`config.mk`:
```
export PLATFORM = sky130hd
export DESIGN_NAME = adc_pair_sequencer
export DESIGN_NICKNAME = d
export VERILOG_FILES = /design/src/rtl/adc_seq_pkg.sv /design/src/rtl/adc_rate_meter.sv /design/src/rtl/adc_pair_sequencer.sv
export SDC_FILE = /design/constraint.sdc
export NUM_CORES = 1
export LEC_CHECK = 0
export ABC_AREA = 1
export ABC_CLOCK_PERIOD_IN_PS = 5100
export BUFFER_PORTS_ARGS = -buffer_cell sky130_fd_sc_hd__buf_2
export CAP_MARGIN = 20
export CORE_MARGIN = 4
export CORE_UTILIZATION = 30
export DETAILED_ROUTE_END_ITERATION = 12
export HOLD_SLACK_MARGIN = 0.12
export MAX_ROUTING_LAYER = met4
export PLACE_DENSITY = 0.47
export RECOVER_POWER = 25
export SLEW_MARGIN = 10
export SYNTH_ARGS = -nofsm -noshare
export SYNTH_HDL_FRONTEND = slang
export SYNTH_HIERARCHICAL = 1
export SYNTH_SLANG_ARGS = --single-unit
```
`constraint.sdc`:
```
create_clock -name clk_i -period 5.1 [get_ports clk_i]
set_input_delay 1.53 -clock clk_i [delete_from_list [all_inputs] [get_ports clk_i]]
set_output_delay 1.53 -clock clk_i [all_outputs]
set_load 0.02 [all_outputs]
```
`src/rtl/adc_seq_pkg.sv`:
```
`default_nettype none
// ============================================================================
// Module      : adc_seq_pkg
// Description : Shared types, widths and the voltage-code helper for the
//               dual-ADC conversion sequencer.
// Revision    : 1.0 - initial release
// ============================================================================
package adc_seq_pkg;

  localparam int DATA_W = 16;
  localparam int VOLT_W = 12;
  localparam int ERR_W  = 8;
  localparam int RATE_W = 16;

  typedef enum logic [1:0] {
    IDLE     = 2'd0,
    ACK_WAIT = 2'd1,
    CAPTURE  = 2'd2
  } state_t;

  // Negative readings clamp to zero; positive ones keep the 12 bits below
  // the sign, dropping the three least significant noise bits.
  function automatic logic [VOLT_W-1:0] volt_code(input logic [DATA_W-1:0] data);
    return data[DATA_W-1] ? '0 : data[DATA_W-2 -: VOLT_W];
  endfunction

endpackage
`default_nettype wire

```
`src/rtl/adc_rate_meter.sv`:
```
`default_nettype none
// ============================================================================
// Module      : adc_rate_meter
// Description : Counts completed conversion pairs over a fixed window of
//               clock cycles and publishes the count at each window end.
// Revision    : 1.0 - initial release
// ============================================================================
module adc_rate_meter
  import adc_seq_pkg::*;
#(
  parameter int RATE_WINDOW = 27000000
) (
  input  logic              clk_i,
  input  logic              rst_ni,
  input  logic              eoc,
  output logic [RATE_W-1:0] rate
);

  localparam int WIN_W = (RATE_WINDOW > 1) ? $clog2(RATE_WINDOW) : 1;
  localparam logic [WIN_W-1:0] WIN_LAST = WIN_W'(RATE_WINDOW - 1);

  logic [WIN_W-1:0]  win_cnt;
  logic [RATE_W-1:0] pair_cnt;
  logic [RATE_W-1:0] pair_next;

  // Pair count including this cycle's completion, held at all-ones.
  always_comb begin
    pair_next = pair_cnt;
    if (eoc && (pair_cnt != '1)) begin
      pair_next = pair_cnt + 1'b1;
    end
  end

  // Window counter; on the last cycle publish the count and restart it.
  always_ff @(posedge clk_i or negedge rst_ni) begin
    if (!rst_ni) begin
      win_cnt  <= '0;
      pair_cnt <= '0;
      rate     <= '0;
    end else if (win_cnt == WIN_LAST) begin
      win_cnt  <= '0;
      pair_cnt <= '0;
      rate     <= pair_next;
    end else begin
      win_cnt  <= win_cnt + 1'b1;
      pair_cnt <= pair_next;
    end
  end

endmodule
`default_nettype wire

```
`src/rtl/adc_pair_sequencer.sv`:
```
`default_nettype none
// ============================================================================
// Module      : adc_pair_sequencer
// Description : Sequences a simultaneous conversion on two ADCs per start
//               pulse, captures and clamps both results, flags overruns and
//               timeouts, and measures the completed-pair rate.
// Revision    : 1.0 - initial release
// ============================================================================
module adc_pair_sequencer
  import adc_seq_pkg::*;
#(
  parameter int TIMEOUT_CYCLES = 270000,
  parameter int RATE_WINDOW    = 27000000
) (
  input  logic              clk_i,
  input  logic              rst_ni,
  input  logic              start_i,
  input  logic              clr_i,
  input  logic              adc1_ready_i,
  input  logic              adc2_ready_i,
  input  logic [DATA_W-1:0] adc1_data_i,
  input  logic [DATA_W-1:0] adc2_data_i,
  output logic              adc1_enable_o,
  output logic              adc2_enable_o,
  output logic [DATA_W-1:0] raw1_o,
  output logic [DATA_W-1:0] raw2_o,
  output logic [VOLT_W-1:0] vfc_o,
  output logic [VOLT_W-1:0] vout_o,
  output logic              eoc_o,
  output logic              busy_o,
  output logic              timeout_o,
  output logic              overrun_o,
  output logic [ERR_W-1:0]  err_cnt_o,
  output logic [RATE_W-1:0] rate_o
);

  localparam int TO_W = (TIMEOUT_CYCLES > 1) ? $clog2(TIMEOUT_CYCLES) : 1;
  localparam logic [TO_W-1:0] TO_LAST = TO_W'(TIMEOUT_CYCLES - 1);

  state_t          state;
  state_t          state_next;
  logic            done1;
  logic            done2;
  logic [TO_W-1:0] to_cnt;

  logic            expired;
  logic            start_conv;
  logic            cap1;
  logic            cap2;
  logic            abort;
  logic            finish;
  logic            overrun_evt;

  logic [1:0]       err_inc;
  logic [ERR_W-1:0] err_base;
  logic [ERR_W:0]   err_sum;
  logic [ERR_W-1:0] err_next;

  assign busy_o      = (state != IDLE);
  assign overrun_evt = start_i && busy_o;
  assign expired     = (to_cnt == TO_LAST);

  // State register.
  always_ff @(posedge clk_i or negedge rst_ni) begin
    if (!rst_ni) begin
      state <= IDLE;
    end else begin
      state <= state_next;
    end
  end

  // Next state and per-cycle control; timeout takes precedence over capture
  // so an aborted conversion leaves the published results untouched.
  always_comb begin
    state_next = state;
    start_conv = 1'b0;
    cap1       = 1'b0;
    cap2       = 1'b0;
    abort      = 1'b0;
    finish     = 1'b0;
    case (state)
      IDLE: begin
        if (start_i) begin
          start_conv = 1'b1;
          state_next = ACK_WAIT;
        end
      end
      ACK_WAIT: begin
        if (expired) begin
          abort      = 1'b1;
          state_next = IDLE;
        end else if (!adc1_ready_i && !adc2_ready_i) begin
          state_next = CAPTURE;
        end
      end
      CAPTURE: begin
        if (expired) begin
          abort      = 1'b1;
          state_next = IDLE;
        end else begin
          cap1 = adc1_ready_i && !done1;
          cap2 = adc2_ready_i && !done2;
          if ((done1 || cap1) && (done2 || cap2)) begin
            finish     = 1'b1;
            state_next = IDLE;
          end
        end
      end
      default: state_next = IDLE;
    endcase
  end

  // Enables, done flags, timeout counter and captured results.
  always_ff @(posedge clk_i or negedge rst_ni) begin
    if (!rst_ni) begin
      adc1_enable_o <= 1'b0;
      adc2_enable_o <= 1'b0;
      done1         <= 1'b0;
      done2         <= 1'b0;
      to_cnt        <= '0;
      raw1_o        <= '0;
      raw2_o        <= '0;
      vfc_o         <= '0;
      vout_o        <= '0;
    end else if (start_conv) begin
      adc1_enable_o <= 1'b1;
      adc2_enable_o <= 1'b1;
      done1         <= 1'b0;
      done2         <= 1'b0;
      to_cnt        <= '0;
    end else if (busy_o) begin
      to_cnt <= to_cnt + 1'b1;
      if (abort) begin
        adc1_enable_o <= 1'b0;
        adc2_enable_o <= 1'b0;
      end
      if (cap1) begin
        raw1_o        <= adc1_data_i;
        vfc_o         <= volt_code(adc1_data_i);
        adc1_enable_o <= 1'b0;
        done1         <= 1'b1;
      end
      if (cap2) begin
        raw2_o        <= adc2_data_i;
        vout_o        <= volt_code(adc2_data_i);
        adc2_enable_o <= 1'b0;
        done2         <= 1'b1;
      end
    end
  end

  // Error accounting: a clear and an event on the same edge leave only the
  // new events counted.
  always_comb begin
    err_inc  = {1'b0, overrun_evt} + {1'b0, abort};
    err_base = clr_i ? '0 : err_cnt_o;
    err_sum  = {1'b0, err_base} + {{(ERR_W - 1){1'b0}}, err_inc};
    err_next = err_sum[ERR_W] ? '1 : err_sum[ERR_W-1:0];
  end

  // Status pulses and sticky error state.
  always_ff @(posedge clk_i or negedge rst_ni) begin
    if (!rst_ni) begin
      eoc_o     <= 1'b0;
      timeout_o <= 1'b0;
      overrun_o <= 1'b0;
      err_cnt_o <= '0;
    end else begin
      eoc_o     <= finish;
      timeout_o <= abort;
      err_cnt_o <= err_next;
      if (overrun_evt) begin
        overrun_o <= 1'b1;
      end else if (clr_i) begin
        overrun_o <= 1'b0;
      end
    end
  end

  adc_rate_meter #(
    .RATE_WINDOW(RATE_WINDOW)
  ) u_rate_meter (
    .clk_i (clk_i),
    .rst_ni(rst_ni),
    .eoc   (eoc_o),
    .rate  (rate_o)
  );

endmodule
`default_nettype wire
```
==> flow_results.org, run 1 <==
** Final layout
- Diode insertion count for antenna repair :: 0
- FILL cells :: about 2600
- The top cell types in the final layout, fill and taps aside, are 307 x sky130_fd_sc_hd__nand2_1, 149 x sky130_fd_sc_hd__dfrtp_1, 120 x sky130_fd_sc_hd__buf_2.
- The finished layout holds around 1400 standard cells, fillers aside.
- Cells with a size suffix above 1 make up between 15 and 20% of the layout.
- Final standard cell area without fillers :: 8871 µm²
- The area growth from synthesis to layout is 18.70%.
- Most common library cell in the layout ignoring fill and taps :: sky130_fd_sc_hd__nand2_1
- Nets :: around 1100

** Floorplan
- The die covers around 28000 µm².
- Once the floorplan was initialized, standard cells occupied between 30% and 40% of the core.
- Floorplan core area :: about 24000 µm²
- Horizontal extent of the die :: around 170 µm
- In this run the vertical extent of the chip is approximately 170 µm.
- The floorplan has 57 rows.
- IO Count :: ~120

** Worst setup path
- Data arrival, critical path :: roughly 1.6 ns
- The critical path goes through inv_1 > ha_1 > inv_2 > buf_2.
- Biggest cell delay along the critical path :: about 0.4 ns
- Slowest-stage cell, CP :: sky130_fd_sc_hd__dfrtp_1
- Crit. End Element :: primary output
- The worst setup path is launched from a flop.
- Required time reported for the critical path endpoint :: approximately 3.6 ns
- The critical path is of the flop to primary output type.
- Crit-path max FO :: 9

** Clock network
- CTS Hold Bufs :: 0
- The clock net in this run drives a total of roughly 150 sinks.
- Clock transition time at the flip-flop clock pins of the worst setup and hold paths :: around 0.07 ns
- The H-tree generated during clock tree synthesis spans 4 levels.
- In this run the deepest clock path goes through 2 buffers.
- In this run, CTS created clock tree buffers numbering 17.
- Post-CTS timing repair inserted 0 buffers for setup.
- Clock Latency Late Sink :: 0.43 ns
- TritonCTS clock tree :: built
- Post-CTS repair changed the size of 0 cells.
- Root buffer cell :: sky130_fd_sc_hd__clkbuf_16

** Power
- Net switching fraction of the power :: between 30 and 40%
- The internal portion of the total power is between 2 and 2.5 mW.
- Relative contribution of sequential cells to total power :: 41.7%
- P per Cell Area :: 434.2 nW/µm²
- The share of total power dissipated in combinational logic is 27.3%.
- Net switching power :: around 1.4 mW
- Clock share of power :: between 30% and 40%
- IR analysis of the VDD net gives a maximum drop of approximately 0.00022 V.
- In this run the static leakage power is between 4 and 5 nW.

** Logic synthesis
- Largest cells by area after synthesis :: sky130_fd_sc_hd__dfrtp_1 50%, sky130_fd_sc_hd__nand2_1 15%, sky130_fd_sc_hd__inv_1 5.5%, sky130_fd_sc_hd__nor2_1 4.8%, sky130_fd_sc_hd__nand3_1 2.7%
- The cell count after synthesis came out at between 900 and 1000.
- Share of synthesized area occupied by flip-flops and latches :: about 50%
- Summing every instance area after synthesis gives 7473 µm².
- Post-synthesis cell type with the largest combined area :: sky130_fd_sc_hd__dfrtp_1
- Number of different library cells in the post-synthesis netlist :: 40
- Average footprint of a synthesized cell :: around 8.0 µm²
- Synthesized flop and latch total :: about 150
- Fraction of synthesized cell area taken by the top area cell type :: 49.89%
- During synthesis, Yosys emitted a total of 6 warnings.
- Post-synth net total :: 979

** Timing
- Number of endpoints with negative hold slack in the final report :: 0
- Maximum clock frequency :: 323.4 MHz
- Total Negative Setup Slacks :: 0 ns
- Final Slew Violations :: 80
- Worst-Margin Slew :: roughly 2.1 ns
- Final critical path time including I/O delays and setup :: between 3 and 4 ns
- Worst hold slack :: 0.4651 ns
- The worst path uses between 60% and 70% of the clock period.
- In the post-route analysis, the smallest setup slack over all paths is about 2 ns.
- Setup violations remaining at the end of the flow were counted as 0.
- In this run the tightest slew margin relative to its limit is -39.38%.
- Setup repair after global routing left no endpoint under its margin.
- Across the routed clock network, the largest skew measured is between 0.01 and 0.015 ns.

** Drt
- Final wirelength :: 18130 µm
- Dividing the detail-routed via count by the number of cells gives around 4.3.
- Number of vias in the routed layout :: just over 6000
- DR pass1 iterations :: 4
- After the first detailed-routing iteration, the DRC count stood at 379.
- Once detail routing completed, the nets flagged for antenna violations numbered 0.
- After detailed routing, the number of remaining DRC violations is 0.
- After detailed routing, the average wire length per cell comes to roughly 13 µm.

** Flow run
- Across the run, the number of max-cap violations was 1.

** Outcome
- The flow ran to the end, but the final reports show violations.
- The final reports fail on capacitance limit, slew limit.

** Placement
- Worst setup slack after placement :: around 1.8 ns
- Routability congestion estimate :: slightly below 0.9
- IO Port Bufs :: 123
- Hpwl dp :: 13120 µm
- Summing all placed instances gives a cell area of 8354 µm².
- Once placement completed, the tool counted placed cells totaling 1362.

** Min path
- The worst hold path belongs to the class flop to flop.

** Global routing
- Number of global-route vias before repair :: between 6000 and 7000
- Antenna violations before repair :: 0
- Across every metal layer, demand over resource in global routing totals about 14%.
- Pin count of the biggest net entering global routing :: just over 80
- Total overflow reported by the global router :: 0
- Global-route wire length before repair :: around 31000 µm
-- power by group through the flow --
stage | clock [mW] | combinational (mW) | sequential (mW)
after CTS | 1.25 | 1.08 | 1.61
final | 1.20 | 1.05 | 1.60
after detailed placement | 0 | 1.08 | 1.63
after global placement | 0 | 1.07 | 1.62
after floorplan | 0 | 0.417 | 1.88
after global routing | 1.29 | 1.17 | 1.64
-- cell families after synthesis --
group	Yosys count	share of synthesized area, %
DFF	149	49.89
AOI/OAI and AO/OA	105	7.768
xor gates and xnor gates	14	1.641
buffers and inverters	138	8.287
adders and majority gates	7	1.272
and+or+nand+nor	521	31.14
-- worst paths after layout --
check                                        start                 endpoint  slack (ns)  depth (start not counted)
max reg2reg                              to_cnt[0]             err_cnt_o[6]        2.33                         13
max in group asynchronous                   rst_ni                to_cnt[2]        2.14                          1
min in group asynchronous                   rst_ni     u_rate_meter/rate[0]        1.67                          1
min reg2reg                u_rate_meter/win_cnt[0]  u_rate_meter/win_cnt[0]        0.47                          1
min                        u_rate_meter/win_cnt[0]  u_rate_meter/win_cnt[0]        0.47                          1
max                                       state[0]                   busy_o        2.01                          4
-- critical path: cells and delay by family, from the launching register on --
| family | cells | cell delay [ns] |
|---|---|---|
| adder cells (fa/ha/maj) | 1 | 0.30 |
| buffers and inverters | 3 | 0.43 |
| flip-flops | 1 | 0.40 |
-- metal layers --
metal	up-vias	GRT usage (%)	wire length (µm)
met2	71	22.78	8702
li1	3172	-	-
met5	-	-	0
met1	2798	18.38	8727
met3	11	3.071	493
met4	0	3.623	203
-- synthesized netlist by cell type --
library cell / number
sky130_fd_sc_hd__dfrtp_1: 149
sky130_fd_sc_hd__clkinv_1: 1
sky130_fd_sc_hd__nor2_1: 96
sky130_fd_sc_hd__o21bai_1: 1
sky130_fd_sc_hd__ha_1: 6
sky130_fd_sc_hd__nand2_2: 9
sky130_fd_sc_hd__o22ai_1: 1
sky130_fd_sc_hd__fa_1: 1
sky130_fd_sc_hd__clkbuf_1: 3
sky130_fd_sc_hd__o21ai_2: 10
sky130_fd_sc_hd__nand3b_1: 4
sky130_fd_sc_hd__nand4_1: 15
sky130_fd_sc_hd__nor2_4: 3
sky130_fd_sc_hd__buf_4: 4
sky130_fd_sc_hd__nor2_2: 5
sky130_fd_sc_hd__o21ai_1: 34
sky130_fd_sc_hd__nand2_4: 11
sky130_fd_sc_hd__inv_1: 109
sky130_fd_sc_hd__nand3_4: 2
sky130_fd_sc_hd__nor4_1: 2
sky130_fd_sc_hd__inv_2: 5
sky130_fd_sc_hd__nor2_8: 1
sky130_fd_sc_hd__xor2_1: 8
sky130_fd_sc_hd__buf_12: 1
sky130_fd_sc_hd__buf_2: 6
sky130_fd_sc_hd__nand4_2: 1
sky130_fd_sc_hd__nor3b_1: 2
sky130_fd_sc_hd__nor3_2: 4
sky130_fd_sc_hd__nand2_1: 306
sky130_fd_sc_hd__nand3_1: 41
sky130_fd_sc_hd__or2_2: 3
sky130_fd_sc_hd__o21ai_0: 33
sky130_fd_sc_hd__a21o_1: 1
sky130_fd_sc_hd__inv_4: 1
sky130_fd_sc_hd__nor3_1: 14
sky130_fd_sc_hd__xnor2_1: 6
sky130_fd_sc_hd__a21oi_1: 24
sky130_fd_sc_hd__nand3_2: 2
sky130_fd_sc_hd__o21ai_4: 1
sky130_fd_sc_hd__buf_6: 8
-- flip-flops by register name (all words and copies together) (netlist names) --
name,flops
timeout_o,1
state,2
to_cnt,19
done2,1
done1,1
adc1_enable_o,1
err_cnt_o,8
u_rate_meter/pair_cnt,16
raw1_o,16
vout_o,12
overrun_o,1
eoc_o,1
vfc_o,12
u_rate_meter/win_cnt,25
adc2_enable_o,1
raw2_o,16
u_rate_meter/rate,16
-- through the flow --
stage / total power [mW] / util [%]
floorplan: 2.296 / -
global placement: 2.699 / 34.25
detailed placement: 2.706 / 34.25
CTS: 3.936 / 36.53
global route: 4.104 / 36.37
finish: 3.852 / 36.37
-- cell type report --
cell class,count,area (µm²),share of cell area (%)
Clock buffer,18,439.2,4.951
Tap cell,324,405.4,4.570
Sequential cell,149,3729,42.03
Clock inverter,14,116.4,1.312
Inverter,116,437.9,4.937
Timing Repair Buffer,126,648.1,7.306
Multi-Input combinational cell,647,3095,34.89
No activity file was read; power rests on OpenSTA's default activity.
==> run 2: changes to the inputs <==
--- a/config.mk
+++ b/config.mk
@@ -6,7 +6,7 @@
 export NUM_CORES = 1
 export LEC_CHECK = 0
 export ABC_AREA = 1
-export ABC_CLOCK_PERIOD_IN_PS = 5100
+export ABC_CLOCK_PERIOD_IN_PS = 2950
 export BUFFER_PORTS_ARGS = -buffer_cell sky130_fd_sc_hd__buf_2
 export CAP_MARGIN = 20
 export CORE_MARGIN = 4
==> constraint.sdc (replaced) <==
create_clock -name clk_i -period 2.95 [get_ports clk_i]
set_input_delay 0.885 -clock clk_i [delete_from_list [all_inputs] [get_ports clk_i]]
set_output_delay 0.885 -clock clk_i [all_outputs]
set_load 0.02 [all_outputs]
==> run 2 against run 1 <==
  * Final area is 2.1% higher
  * The flow still finishes with violations (capacitance limit, slew limit)
  * Worst hold slack better by 0.0038 ns
  * Worst setup slack worse by 1.6 ns
  * Count of clock-buffer cells in the layout is 1 higher
  * Sequential cell count stayed put
  * Combinational power is 76% higher
  * Clock skew is 0.0017 ns lower
  * Sequential share of layout area is 0.85 points lower
  * Sequential power is 72% higher
  * Die area stayed put
  * Via count is 0.58% higher
==> flow_results.org, run 2 (synthesis gave the netlist of run 1 again) <==
** Floorplan
- The die height came to 165.8 µm (unchanged).
- The core footprint came to 24390 µm² (unchanged).
- Horizontal extent of the die :: 165.8 µm (unchanged)
- Number of placement rows :: 57 (unchanged)
- Effective utilization at floorplan :: 30.64% (unchanged)
- The number of placed I/O pins is 124 (unchanged).
- The area enclosed by the die boundary is 27500 µm² (unchanged).

** Worst setup path
- Crit Path Category :: flop to flop
- Required time reported for the critical path endpoint :: 3.26 ns (-0.31 ns)
- R2r setup slk :: 0.42 ns (-1.91 ns)
- Following the worst setup path forward leads to its endpoint at err_cnt_o[6].
- Crit Reg-Reg Endpoint :: err_cnt_o[6]
- In this run the critical register-to-register path is launched from to_cnt[0].
- The arrival time reported for the critical path endpoint is 2.84 ns (+1.28 ns).
- The largest fanout on the critical path was 5 (-4).
- STA classifies the critical path endpoint as a flop.
- Number of cells on the worst reg-to-reg path :: 13 (unchanged)
- Sort of element at the start of the critical path :: flop
- Crit. Startpoint :: to_cnt[0]

** Drt
- Vias/cell :: 4.339 (about the same)
- DRC Markers :: 0 (unchanged)
- Final wirelength :: 18560 µm (+2.4%)
- The total number of vias came to 6087 (+0.58%).
- Average routed wire per standard cell :: 13.23 µm (+1.7%)
- The post-route antenna net violation count is 0 (unchanged).
- The starting DRC count in detailed routing was 316 (-17%).
- The count of TritonRoute iterations in the first routing pass came to 5 (+1).

** Global routing
- Total overflow reported by the global router :: 0 (unchanged)
- Antenna violations before repair :: 1 (+1)
- The largest net degree at the start of global routing was 68 (-16%).
- Number of global-route vias before repair :: 6198 (+1.5%)
- The total routing usage reported by global routing is 14.46% (+0.26 points).
- The met2 routing resource usage after global routing came to 23.26% (+0.48 points).
- The met3 demand-to-capacity share in global routing came to 2.952% (-0.12 points).
- Global-route wire length before repair :: 32170 µm (+2.3%)
- Grt met1 use :: 18.49% (+0.11 points)
- The layer flagged by global routing as most heavily used is met2.

** Timing
- Largest clock skew in the final design :: 0.01201 ns (-0.001663 ns)
- The final hold violation count was 0 (unchanged).
- Final critical path time including I/O delays and setup :: 2.533 ns
- The worst slew margin relative to its limit came to -23.86% (+16 points).
- Final Slew Violations :: 67 (-16%)
- Setup repair after global routing left no endpoint under its margin.
- Worst hold slack :: 0.4689 ns (+0.003847 ns)
- Final period utilization :: 85.85%
- Total Negative Setup Slacks :: 0 ns (unchanged)
- The number of endpoints failing setup at the final stage came to 0 (unchanged).
- Maximum clock frequency :: 394.8 MHz
- The actual slew at the worst max-slew pin was 1.858 ns (-0.2328 ns).

** Clock network
- TritonCTS built the clock tree.
- CTS Buffer Depth :: 2 (unchanged)
- The tree is rooted in a sky130_fd_sc_hd__clkbuf_16.
- Clock transition time at the flip-flop clock pins of the worst setup and hold paths :: 0.07 ns (about the same)
- The total CTS buffers came to 17 (unchanged).
- The CTS sink count came to 149 (unchanged).
- The number of H-tree levels was 4 (unchanged).
- Clock Latency Late Sink :: 0.42 ns (about the same)

** Placement
- Post-Place Cells :: 1370 (+0.59%)
- Hpwl dp :: 13650 µm (+4.0%)
- IO Port Bufs :: 123 (unchanged)
- Routability congestion estimate :: 0.8378 (-4.0%)

** Final layout
- The top cell types in the final layout, fill and taps aside, are 306 x sky130_fd_sc_hd__nand2_1, 149 x sky130_fd_sc_hd__dfrtp_1, 122 x sky130_fd_sc_hd__buf_2.
- Most common library cell in the layout ignoring fill and taps :: sky130_fd_sc_hd__nand2_1
- The count of non-filler cells in the finished layout came to 1403 (+0.65%).
- Relative to the synthesized area, the layout overhead comes to 21.15%.
- The flip-flop count of the largest register, all copies and words added is 25 (unchanged).
- Nets :: 1110 (+0.73%)
- More flip-flops sit in one register than any other, and that register is u_rate_meter/win_cnt.
- Largest registers :: u_rate_meter/win_cnt x25, to_cnt x19
- The layout cell share with drive strength beyond 1 was 20.78% (+1.3 points).

** Min path
- Worst min-delay path class :: flop to flop
- The worst hold path cell count was 1 (unchanged).

** Flow run
- The number of max-cap violations is 1 (unchanged).

** Power
- Largest vdd supply drop :: 0.0003671 V (+67%)
- Static leakage :: 4.689 nW (+1.8%)
- The power per standard cell area came to 767.4 nW/µm² (+77%).
- The total power was 6.948 mW (+80%).

** Outcome
- Result of the run :: finished with violations
- Failing checks :: capacitance limit, slew limit
run 2: cell types whose count changed in the layout (fill, tap and decap cells not counted), sizes merged:
cell      previous run  this run
clkinv               4         2
buf                123       132
bufinv               0         4
clkinvlp             4         3
diode                0         1
inv                122       120
run 2: layout make-up:
| cell class | instances | area, µm² |
|---|---|---|
| diodes | 1 | 2.502 |
| multi-input cells | 647 | 3131 |
| clock inverters | 13 | 195.2 |
| repair buffers | 134 | 720.7 |
| clock buffers | 19 | 432.9 |
| inverters | 116 | 437.9 |
| fillers | 2612 | 15340 |
| well taps | 324 | 405.4 |
| flip-flops and latches | 149 | 3729 |
run 2: worst min-delay path by stage:
| stage | slack [ns] | startpoint | to |
|---|---|---|---|
| CTS | 0.47 | u_rate_meter/win_cnt[0] | u_rate_meter/win_cnt[0] |
| global placement | 0.46 | u_rate_meter/win_cnt[0] | u_rate_meter/win_cnt[0] |
| floorplan | 0.43 | u_rate_meter/win_cnt[0] | u_rate_meter/win_cnt[0] |
| detailed placement | 0.46 | u_rate_meter/rate[0] | u_rate_meter/rate[0] |
| finish | 0.47 | u_rate_meter/win_cnt[0] | u_rate_meter/win_cnt[0] |
| global route | 0.50 | u_rate_meter/win_cnt[0] | u_rate_meter/win_cnt[0] |
run 2: routing by layer:
metal	part of all wire, %	routed length (µm)
met5	0	0
met4	1.2	223
met3	2.8	511
met2	49	9015
met1	47	8808
run 2: where the power goes:
part	switching (mW)	leakage [nW]	internal (mW)
logic	1.21	2.39	0.638
registers	0.282	2.01	2.48
clock network	0.908	0.296	1.43
run 2: through the flow:
step                      setup slack (ns)  cell area, µm²  utilization, %
final                               0.4173            9054           37.12
after global routing               0.05649            9054           37.12
after CTS                           0.2169            9067           37.18
after detailed placement            0.2164            8439           34.60
after global placement              0.3386            8439           34.60
after floorplan                     0.5720            7473               -
run 2: what timing repair did:
item / in CTS / in global routing
resized for setup: 0 / 2
endpoints found under the setup margin: 0 / 5
hold buffers: 0 / 0
setup buffers: 0 / 0
run 2: critical path: stages (launching register included):
cell                      delay [ns]
sky130_fd_sc_hd__dfrtp_1        0.40
sky130_fd_sc_hd__ha_1           0.19
sky130_fd_sc_hd__inv_1          0.05
sky130_fd_sc_hd__nor2_2         0.22
sky130_fd_sc_hd__nand3_4        0.13
sky130_fd_sc_hd__nor2_1         0.14
sky130_fd_sc_hd__inv_1          0.09
sky130_fd_sc_hd__fa_1           0.43
sky130_fd_sc_hd__nor2_1         0.15
sky130_fd_sc_hd__nand2_1        0.11
sky130_fd_sc_hd__nor2_2         0.19
sky130_fd_sc_hd__nand4_1        0.13
sky130_fd_sc_hd__a21oi_1        0.14
sky130_fd_sc_hd__a21oi_1        0.05
==> run 3: changes to the inputs <==
--- a/config.mk
+++ b/config.mk
@@ -7,7 +7,7 @@
 export LEC_CHECK = 0
 export ABC_AREA = 1
 export ABC_CLOCK_PERIOD_IN_PS = 2950
-export BUFFER_PORTS_ARGS = -buffer_cell sky130_fd_sc_hd__buf_2
+export BUFFER_PORTS_ARGS = -buffer_cell sky130_fd_sc_hd__clkbuf_2
 export CAP_MARGIN = 20
 export CORE_MARGIN = 4
 export CORE_UTILIZATION = 30
==> run 3 against run 2 <==
  * The flow still finishes with violations (capacitance limit, slew limit)
  * Critical path depth did not move
  * Clock skew up 0.0042 ns
  * Via count up 0.41%
  * Fmax shrank 1.5%
  * Sequential power about the same
  * Sequential cell count is the same
  * Worst setup slack got worse by 0.039 ns
  * Register-to-register slack got worse by 0.04 ns
  * Clock power is 8.5% lower
  * Count of clock-buffer cells in the layout is the same
  * Power shrank 2.9%
  * Critical endpoint unchanged
  * Highest routed layer unchanged
==> flow_results.org, run 3 (synthesis gave the netlist of run 1 again) <==
** Outcome
- Result of the run :: finished with violations
- The final reports fail on capacitance limit, slew limit.

** Clock network
- Root buffer cell :: sky130_fd_sc_hd__clkbuf_16
- TritonCTS built the clock tree.
- Clock Latency Late Sink :: 0.42 ns (about the same)
- H-tree depth :: 4 (unchanged)
- The total setup buffers inserted after CTS is 0 (unchanged).
- Clock transition time at the flip-flop clock pins of the worst setup and hold paths :: 0.07 ns (about the same)
- The hold buffer count at cts was 0 (unchanged).
- CTS Buffer Depth :: 2 (unchanged)
- TritonCTS buffer count :: 17 (unchanged)
- The CTS sink count was 149 (unchanged).

** Drt
- The post-detailed-route wirelength per cell came to 13.18 µm (-0.34%).
- Number of vias in the routed layout :: 6112 (+0.41%)
- The routed length on met3 was 481 µm (-5.9%).
- The routed metal-1 wire length came to 8790 µm (-0.20%).
- The count of TritonRoute iterations in the first routing pass came to 4 (-1).
- The DRC violations left is 0 (unchanged).
- The via density per instance is 4.359 (+0.48%).
- Final wirelength :: 18480 µm (-0.41%)
- The met2 wire length was 9001 µm (-0.16%).
- The post-route antenna net violation count is 0 (unchanged).
- The highest metal layer carrying signal wires in the routed design is met4.
- The starting DRC count in detailed routing was 346 (+9.5%).

** Worst setup path
- Crit. End Element :: flop
- The maximum cell stage delay along the critical path is 0.43 ns (about the same).
- STA classifies the critical path startpoint as a flop.
- The setup path with the least slack is of type flop to flop.
- For this design, the slowest cell found on the critical path is sky130_fd_sc_hd__fa_1.
- Crit-path max FO :: 5 (unchanged)
- In this design, the critical path's most frequently occurring cell is sky130_fd_sc_hd__nor2_1.
- Required time reported for the critical path endpoint :: 3.26 ns (about the same)
- Data arrival, critical path :: 2.88 ns (+0.04 ns)
- Critical Path, Cell by Cell :: ha_1 > inv_1 > nor2_2 > nand3_4 > nor2_1 > inv_1 > fa_1 > nor2_1 > nand2_1 > nor2_1 > nand4_1 > a21oi_1 > a21oi_1
- The depth of the most critical reg-to-reg path was 13 (unchanged).

** Timing
- Total Negative Setup Slacks :: 0 ns (unchanged)
- RSZ-0062 raised after global routing :: false
- The shortest period the worst path allows came to 2.572 ns (+0.03890 ns).
- Maximum clock frequency :: 388.9 MHz (-1.5%)
- The worst clock skew on the final layout is 0.01619 ns (+0.004188 ns).
- The smallest hold slack was 0.4646 ns (-0.004343 ns).
- The worst slew margin relative to its limit is -5.139% (+19 points).
- The final hold violation count came to 0 (unchanged).
- The actual slew at the worst max-slew pin came to 1.577 ns (-0.2808 ns).
- The number of endpoints failing setup at the final stage came to 0 (unchanged).
- Min setup slack post-route :: 0.3784 ns (-0.03890 ns)
- Final Slew Violations :: 56 (-16%)
- The part of the cycle the worst path needs was 87.17% (+1.3 points).

** Final layout
- The count of non-filler cells in the finished layout was 1402 (-0.071%).
- Most flops, register :: u_rate_meter/win_cnt
- Area Overhead vs Synth :: 20.38%
- Highest-count cells in the layout ignoring fill and taps :: 306 x sky130_fd_sc_hd__nand2_1, 149 x sky130_fd_sc_hd__dfrtp_1, 123 x sky130_fd_sc_hd__clkbuf_2
- Leaving out fill and tap cells, the most frequent cell in the layout is sky130_fd_sc_hd__nand2_1.
- Max reg flops :: 25 (unchanged)
- The total number of nets in the final design was 1111 (+0.090%).
- Diode insertion count for antenna repair :: 0 (-1)
- In the final layout, the registers with the most flip-flops are u_rate_meter/win_cnt x25, to_cnt x19.
- Fraction of layout instances using a drive strength above 1 :: 20.69% (-0.093 points)

** Floorplan
- Floorplan core area :: 24390 µm² (unchanged)
- The horizontal extent of the die came to 165.8 µm (unchanged).
- Vert. Die Dim :: 165.8 µm (unchanged)
- The starting density of the core was 30.64% (unchanged).
- IO Count :: 124 (unchanged)
- Area of the die :: 27500 µm² (unchanged)
- Number of placement rows :: 57 (unchanged)

** Min path
- The worst hold path cell count came to 1 (unchanged).
- Worst min-delay path class :: flop to flop

** Placement
- The estimated wirelength of the detail-placed design came to 13660 µm (about the same).
- IO Port Bufs :: 123 (unchanged)
- Worst setup slack after placement :: 0.2501 ns (+0.03369 ns)
- Routability congestion estimate :: 0.8273 (-1.3%)
- Post-Place Cells :: 1371 (+0.073%)

** Global routing
- GRT Resource Usage Total :: 14.36% (-0.095 points)
- Total overflow reported by the global router :: 0 (unchanged)
- Number of global-route vias before repair :: 6138 (-0.97%)
- The number of antenna violations at the first check in global routing is 0 (-1).
- Pin count of the biggest net entering global routing :: 57 (-16%)
- The global-route wire length before repair was 32110 µm (-0.17%).

** Power
- The peak ir drop on the vdd network is 0.0003250 V (-11%).
- The power per standard cell area is 750.2 nW/µm² (-2.2%).
- Static leakage :: 4.611 nW (-1.7%)
- Overall power after layout :: 6.749 mW (-2.9%)

** Flow run
- Total of max-cap violations :: 1 (unchanged)
-- run 3: routing by layer --
layer / GRT usage (%) / up-vias
met5: - / -
met4: 3.443 / 0
met3: 2.809 / 12
met2: 23.24 / 78
met1: 18.72 / 2837
li1: - / 3185
-- run 3: final timing paths --
check	start	slack, ns	endpoint
worst max-delay path	to_cnt[0]	0.38	err_cnt_o[6]
worst min-delay path	u_rate_meter/win_cnt[0]	0.46	u_rate_meter/win_cnt[0]
worst max register to register	to_cnt[0]	0.38	err_cnt_o[6]
worst min register to register	u_rate_meter/win_cnt[0]	0.46	u_rate_meter/win_cnt[0]
max in group asynchronous	rst_ni	0.91	u_rate_meter/pair_cnt[12]
min in group asynchronous	rst_ni	0.86	vfc_o[0]
-- run 3: area by class of cell --
cell class	count	area (µm²)
multi-input cells	647	3128
inverters	116	437.9
fillers	2599	15390
well taps	324	405.4
clock inverters	12	120.1
repair buffers	135	723.2
flip-flops and latches	149	3729
clock buffers	19	452.9
-- run 3: report_power, final --
group          internal (mW)  leakage (nW)  switching [mW]
logic                  0.627          2.34            1.21
registers               2.48          2.01           0.298
clock network           1.22         0.266           0.924
total                   4.32          4.61            2.43
-- run 3: what timing repair did --
action,CTS,global route
endpoints found under the setup margin,0,1
gates resized for setup,0,1
hold endpoints to repair,0,0
-- run 3: worst max-delay path: cells and delay by family, from the launching register on --
kind            cells  cell delay, ns
compound gates      2            0.19
flops               1            0.39
fa+ha+maj           2            0.61
simple gates        7            1.13
buf+inv             2            0.14
-- run 3: stage by stage --
stage          instance area, µm²  utilization, %
6_report                     8996           36.88
5_1_grt                      8996           36.88
3_5_place_dp                 8434           34.58
4_1_cts                      9007           36.93
3_3_place_gp                 8434           34.58
2_1_floorplan                7473               -
